`src/rtl/buffer_pkg.sv`:
```
// Shared defaults for the stream FIFO slice: word width, depth,
// almost-full threshold and statistics counter width.
package buffer_pkg;

    localparam int DEF_DATA_WIDTH  = 32;
    localparam int DEF_DEPTH       = 16;
    localparam int DEF_AFULL_LEVEL = 12;
    localparam int STALL_WIDTH     = 16;

    localparam logic [STALL_WIDTH-1:0] STALL_MAX = '1;

endpackage

```
`src/rtl/buffer_ram.sv`:
```
// Storage array for stream_fifo: one synchronous write port and one
// combinational read port. Contents are never reset.
module buffer_ram
    import buffer_pkg::*;
#(
    parameter int DATA_WIDTH = DEF_DATA_WIDTH,
    parameter int ADDR_WIDTH = 4
) (
    input  logic                  clk,
    input  logic                  we,
    input  logic [ADDR_WIDTH-1:0] waddr,
    input  logic [DATA_WIDTH-1:0] wdata,
    input  logic [ADDR_WIDTH-1:0] raddr,
    output logic [DATA_WIDTH-1:0] rdata
);

    logic [DATA_WIDTH-1:0] mem [2**ADDR_WIDTH];

    always_ff @(posedge clk) begin
        if (we) mem[waddr] <= wdata;
    end

    assign rdata = mem[raddr];

endmodule

```
`src/rtl/stream_fifo.sv`:
```
// Ack-handshake stream FIFO with registered fall-through head word.
// Optional statistics (stall_count, peak_level) under STREAM_FIFO_STATS_EN.
module stream_fifo
    import buffer_pkg::*;
#(
    parameter int DATA_WIDTH  = DEF_DATA_WIDTH,
    parameter int DEPTH       = DEF_DEPTH,
    parameter int AFULL_LEVEL = DEF_AFULL_LEVEL
) (
    input  logic                       clk,
    input  logic                       rst,
    input  logic [DATA_WIDTH-1:0]      data_in,
    input  logic                       data_in_valid,
    output logic                       data_in_ack,
    output logic [DATA_WIDTH-1:0]      data_out,
    output logic                       data_out_valid,
    input  logic                       data_out_read,
    output logic [$clog2(DEPTH):0]     level,
    output logic                       almost_full,
    output logic [STALL_WIDTH-1:0]     stall_count,
    output logic [$clog2(DEPTH):0]     peak_level
);

    localparam int ADDR_WIDTH = $clog2(DEPTH);
    localparam int LW         = ADDR_WIDTH + 1;

    localparam logic [LW-1:0] FULL  = LW'(DEPTH);
    localparam logic [LW-1:0] AFULL = LW'(AFULL_LEVEL);

    logic [ADDR_WIDTH-1:0] wr_ptr;
    logic [ADDR_WIDTH-1:0] rd_ptr;
    logic [ADDR_WIDTH-1:0] rd_ptr_n;
    logic [LW-1:0]         level_n;
    logic [DATA_WIDTH-1:0] rdata;
    logic [DATA_WIDTH-1:0] head_n;
    logic                  push;
    logic                  pop;
    logic                  bypass;

    assign push     = data_in_valid && (level != FULL) && !data_in_ack;
    assign pop      = data_out_read && data_out_valid;
    assign rd_ptr_n = rd_ptr + ADDR_WIDTH'(pop);

    // New word becomes the head when nothing survives ahead of it
    assign bypass = push && (level == LW'(pop));

    buffer_ram #(
        .DATA_WIDTH (DATA_WIDTH),
        .ADDR_WIDTH (ADDR_WIDTH)
    ) u_ram (
        .clk   (clk),
        .we    (push),
        .waddr (wr_ptr),
        .wdata (data_in),
        .raddr (rd_ptr_n),
        .rdata (rdata)
    );

    always_comb begin
        level_n = level;
        if (push && !pop)      level_n = level + LW'(1);
        else if (pop && !push) level_n = level - LW'(1);
    end

    always_comb begin
        head_n = rdata;
        if (level_n == '0) head_n = '0;
        else if (bypass)   head_n = data_in;
    end

    always_ff @(posedge clk or negedge rst) begin
        if (!rst) begin
            wr_ptr         <= '0;
            rd_ptr         <= '0;
            level          <= '0;
            almost_full    <= 1'b0;
            data_in_ack    <= 1'b0;
            data_out       <= '0;
            data_out_valid <= 1'b0;
        end else begin
            if (push) wr_ptr <= wr_ptr + ADDR_WIDTH'(1);
            rd_ptr         <= rd_ptr_n;
            level          <= level_n;
            almost_full    <= (level_n >= AFULL);
            data_in_ack    <= push;
            data_out       <= head_n;
            data_out_valid <= (level_n != '0);
        end
    end

`ifdef STREAM_FIFO_STATS_EN
    always_ff @(posedge clk or negedge rst) begin
        if (!rst) begin
            stall_count <= '0;
            peak_level  <= '0;
        end else begin
            if (data_in_valid && !data_in_ack && level == FULL &&
                stall_count != STALL_MAX)
                stall_count <= stall_count + STALL_WIDTH'(1);
            if (level_n > peak_level) peak_level <= level_n;
        end
    end
`else
    assign stall_count = '0;
    assign peak_level  = '0;
`endif

endmodule

```
`config.mk`:
```
export PLATFORM = sky130hd
export DESIGN_NAME = stream_fifo
export DESIGN_NICKNAME = d
export VERILOG_FILES = /design/src/rtl/buffer_pkg.sv /design/src/rtl/buffer_ram.sv /design/src/rtl/stream_fifo.sv
export SDC_FILE = /design/constraint.sdc
export NUM_CORES = 1
export LEC_CHECK = 0
export ABC_AREA = 1
export CORE_ASPECT_RATIO = 1.2
export CORE_MARGIN = 10
export CORE_UTILIZATION = 60
export DETAILED_ROUTE_END_ITERATION = 8
export PLACE_DENSITY = 0.81
export SLEW_MARGIN = 15
export SYNTH_ARGS = -nofsm -noshare
export SYNTH_HDL_FRONTEND = slang
export SYNTH_SLANG_ARGS = --single-unit
export TNS_END_PERCENT = 5
```
`constraint.sdc`:
```
create_clock -name clk -period 3.87 [get_ports clk]
set_input_delay 0.387 -clock clk [delete_from_list [all_inputs] [get_ports clk]]
set_output_delay 0.387 -clock clk [all_outputs]
set_load 0.01 [all_outputs]
```
Word level (Yosys, flattened, before mapping). Memories as Yosys holds them, arrays and structs flattened. Cells that the tools add are included.

Register bits: 48. Memory bits (writable): 512. Input bits: 36. Output and inout port bits: 61. Logic and storage cells: 32. Memories: 1.

Add/sub/neg operators: 4. Order comparisons: 1. Equality and inequality tests: 2. Multiplexer cells: 6. Reduce and logical (&&, ||, !) cells: 11.

Memories: u_ram.mem (depth 16, width 32, read ports 1, clocked after Yosys merged registers in 0, write ports 1, line buffer_ram.sv:17) `logic [DATA_WIDTH-1:0] mem [2**ADDR_WIDTH];`.

Operators by type and width (number): 32-bit two-way mux (2); 5-bit two-way mux (2); 1-bit logical AND (6); 5-bit by 1-bit adder with 5-bit output (second input constant) (1); 5-bit by 1-bit == test with 1-bit output (1); 5-bit by 4-bit >= comparator with 1-bit output (second input constant) (1); 5-bit logical NOT (1); 5-bit != test (second input constant) (1); 5-bit nonzero test (1); 5-bit by 1-bit subtractor with 5-bit output (second input constant) (1); 4-bit by 1-bit adder with 4-bit output (1); 4-bit by 1-bit adder with 4-bit output (second input constant) (1); 1-bit logical NOT (3); 1-bit two-way mux (2).

Logic depth before layout (Yosys ltp).
Depth after elaboration: 9. Mapped depth: 15. Mapped depth without buffers: 13.

Hierarchy. Synthesis repeated with hierarchy kept, for this count alone.

Cell total of the unflattened synthesis: 2410. Area total of the unflattened synthesis: 24717.5 µm².

By module, submodules not included: buffer_ram (instances 1, cells an instance 2088, area each 22089.9 µm², seq. area each 15374.7 µm²); stream_fifo (instances 1, cells an instance 322, area each 2627.5 µm², seq. area each 1201.2 µm²).

Least setup slack after synthesis. No wires, ideal clock.

Path kind: register to register. Start point: reg level[1]. End point: mem u_ram.mem[11][0] in the netlist's numbering, enable pin. Library setup time: 0.421 ns. Arrival: 2.640 ns. Required time: 3.449 ns. Setup slack: 0.809 ns. Stages on the path, launching flop included: 10. Path buffers: 0. Clock period less this slack: 3.061 ns. Cell sequence: dfrtp_1 -> inv_1 -> ha_1 -> nand2_1 -> clkinv_1 -> nand2_4 -> nand2_8 -> inv_6 -> nand2_1 -> nor2_1.

Cells in the longest elaborated chain, start to end: 5.

RTL lines: start: declaration (line stream_fifo.sv:18) `output logic [$clog2(DEPTH):0] level,`; start signal: assignment (line stream_fifo.sv:83) `level <= level_n;`; 5-bit != test (line stream_fifo.sv:40) `assign push = data_in_valid && (level != FULL) && !data_in_ack;`; 1-bit logical AND (2 in a row) (line stream_fifo.sv:40); via push (line stream_fifo.sv:36) `logic push;`; 1-bit two-way mux (line buffer_ram.sv:20) `if (we) mem[waddr] <= wdata;`; 1-bit two-way mux (implied by the code) (line buffer_ram.sv:20); end: declaration (line buffer_ram.sv:17).

The timed path passes the listed nets, and every way through them passes these cells.

Worst setup path after layout.
Start point: reg data_out_valid. End point: reg data_out[28].

Elaborated cells between the ends (all ways): 13. Those cells by class: add/sub: 1; eq/ne: 1; mux: 4; reduce/logical: 6; memory: 1.

RTL lines: start: declaration (line stream_fifo.sv:16) `output logic data_out_valid,`; start signal: assignment (line stream_fifo.sv:87) `data_out_valid <= (level_n != '0);`; 1-bit logical AND (line stream_fifo.sv:41) `assign pop = data_out_read && data_out_valid;`; 4-bit by 1-bit adder with 4-bit output (line stream_fifo.sv:42) `assign rd_ptr_n = rd_ptr + ADDR_WIDTH'(pop);`; via rd_ptr_n[1] (line stream_fifo.sv:32) `logic [ADDR_WIDTH-1:0] rd_ptr_n;`; memory read 16 x 32 bit; 32-bit two-way mux (line stream_fifo.sv:68) `else if (bypass) head_n = data_in;`; 32-bit two-way mux (line stream_fifo.sv:67) `if (level_n == '0) head_n = '0;`; via head_n[28] (line stream_fifo.sv:35) `logic [DATA_WIDTH-1:0] head_n;`; end signal: assignment (line stream_fifo.sv:86) `data_out <= head_n;`; end: declaration (line stream_fifo.sv:15) `output logic [DATA_WIDTH-1:0] data_out,`.

The timed path passes the listed nets, and every way through them passes these cells. A chain may end at the register's enable or synchronous reset.

==> results.cfg <==
[clocking]
cts.sinks = 560
cts_buffers = 51
cts_buffer_depth = 3
cts_tree = done
htree_levels = 2
cts_root_buf = clkbuf_16
post_cts_resized = 0
insertion_delay_ns = 0.58
hold_buffers = 1
clkTransAtPathRegs_ns = 0.07
postCtsSetupBuffers = 0

[yosys]
yosysMostFrequentCell = nand2_1
netlist_top_cells_count = nand2_1 (638), edfxtp_1 (512), nand3_1 (458)
syn_area_um2 = 23000
ys_seq_elements = 560
synthTopCellsByArea = edfxtp_1 (67%), nand2_1 (10%), nand3_1 (10%)
ys_types = 36
synth_top_cell_by_area = edfxtp_1
synth_edf_count = 512
synth-seq-area-share_pct = 72.1
netlist_instances = 1935
synth_top_area_share_pct = 66.8
synth_warnings = 0
syn_avg_cell_area_um2 = 11.9
async_reset_ff_share_pct = 8.57
ys.flop_type = edfxtp_1

[setup_path]
crit_start = data_out_valid$_DFF_PN0_
cpMaxStageDelayCell = buf_4
crit_path_max_fanout = 80
regToRegStartpoint = data_out_valid$_DFF_PN0_
cp-start-kind = flop
arrival_ns = 3.27
cp_slowest_stage_delay_ns = 0.75
path_cells = nand2_1 > inv_2 > ha_4 > ha_4 > inv_4 > buf_4 > nand3_1 > nand3_1 > nand3_1 > nand2_1 > nand2_1 > nand2_1 > a21oi_2
critPathCaptureType = flop
cp.required_ns = 4.32
crit_top_cell = nand2_1
critPathKind = reg2reg

[place]
gp_congestion = 0.792
io_buffers = 75
hpwl_um = 28400

[global_route]
met3_usage_pct = 4.14
grt_overflow = 0
grt_pass1_vias = 15113
busiest_layer = met2
grt_usage_pct = 23.9
grt_max_degree = 165
grt_pass1_wl_um = 85200
use_met1_pct = 29.5
antenna_found_initial = 1
use_met2_pct = 40.2

[route]
vias = 15228
first_iter_violations = 1793
avgRoutedWirePerCell_um = 22.3
drcViolationCount = 0
via_per_inst = 6.07
drt-total-wl_um = 55800
first_pass_iters = 6
drtAntennaViolNets = 0

[floorplan]
coreArea_um2 = 37900
ios = 97
start_util_pct = 60.8
die_w_um = 199
rows = 78
dieArea_um2 = 46600
die_h_um = 234

[pwr]
pwr_density_cell_nw_per_um2 = 870
p_leak_nw = 9.45
intPower_mw = 13.2
seq_power_share_pct = 33.5
combPwrFrac_pct = 45.1
ir_drop_uv = 1040
pwr-share-clk_pct = 21.4
swShare_pct = 41.5
power.switching_mw = 9.35

[timing]
max_clock_freq_mhz = 354
clock_skew_ns = 0.0152
hold_violations = 0
setup_violations = 0
rsz0062_at_grt = false
fin_crit_ns = 2.82
hold_ws_ns = 0.423
setup_tns_ns = 0
maxSlewViolCount = 0
fin_crit_sh_pct = 72.9
worstMarginPinSlew_ns = 1.03
max_slew_margin_pct = 31.2

[flow_run]
drv_cap = 0

[finish]
nets = 2030
fin_util_pct = 68.3
drive_gt1_share_pct = 8.93
area_growth_pct = 12.5

[status]
outcome = completed

[min_path]
min_path_type = in2async
## final timing paths
path / end / slack (ns) / depth (start not counted)
max in group asynchronous: data_out[15]$_DFF_PN0_ / 2.60 / 3
max reg2reg: data_out[28]$_DFF_PN0_ / 1.05 / 13
min in group clk: wr_ptr[0]$_DFFE_PN0P_ / 0.57 / 5
min reg2reg: wr_ptr[3]$_DFFE_PN0P_ / 0.63 / 2
max: data_out[28]$_DFF_PN0_ / 1.05 / 13
min: wr_ptr[3]$_DFFE_PN0P_ / 0.42 / 2
## metrics by stage
stage / instances / instance area (µm²) / power (mW) / worst slack, ns
floorplan: 1955 / 23100 / 14.6 / 0.809
global placement: 2411 / 24300 / 17.3 / 0.753
detailed placement: 2411 / 24300 / 17.6 / 0.657
CTS: 2507 / 25900 / 22.5 / 1.01
global route: 2508 / 25900 / 23.8 / 0.874
finish: 2508 / 25900 / 22.5 / 1.05
## logic make-up (layout without fill, tap and decap cells)
group | Yosys count | count (layout) | share of synthesized area, %
compound gates | 34 | 34 | 1.21
buf+inv | 158 | 230 | 3.49
flops | 560 | 560 | 72.1
xor+xnor | 7 | 7 | 0.299
other cells | 1 | 22 | 0.0163
simple gates | 1166 | 1166 | 22.4
fa+ha+maj | 9 | 9 | 0.490
## final cells by class
cell class	count	area (µm²)
tap	480	601
clock buffer	80	1490
timing repair buffer	115	1140
clock inverter	15	116
inverter	20	87.6
fill	2478	12000
multi-input combinational	1237	5860
sequential	560	16600
antenna	1	2.50
## routing by layer
layer	wire, µm	share of wire [%]	up-vias
li1	-	-	6819
met1	19800	36	7272
met2	27900	50	986
met3	6010	11	151
met4	2120	3.8	0
met5	0	0	-
## worst max-delay path, delay by kind of cell, from the launching register on
kind / cells / cell delay, ns
and+or+nand+nor: 7 / 0.90
DFF: 1 / 0.38
AOI/OAI and AO/OA: 1 / 0.04
adders and majority gates: 2 / 0.41
buffers and inverters: 3 / 0.92
## cells in the final DEF (no fill, tap or decap), drive strengths merged, types with 11 or more instances in the layout
master	Yosys	final
a21oi	32	32
buf	91	40
clkbuf	47	80
clkdlybuf4s50	0	74
clkinv	1	11
conb	1	21
dfrtp	48	48
edfxtp	512	512
inv	19	20
nand2	645	645
nand3	462	462
nor2	22	22
or2	32	32
## power groups by stage
stage | Combinational [mW] | Sequential, mW | Clock, mW
after floorplan | 6.88 | 7.69 | 0
after detailed placement | 9.96 | 7.67 | 0
after global placement | 9.67 | 7.64 | 0
final | 10.1 | 7.55 | 4.82
after CTS | 10.1 | 7.55 | 4.85
after global routing | 11.1 | 7.59 | 5.08
## registers in the layout, indices dropped and copies added (netlist names)
signal          cells
data_out           32
almost_full         1
level               5
data_out_valid      1
u_ram.mem         512
rd_ptr              4
data_in_ack         1
wr_ptr              4
(Power assumes the default switching activity.)
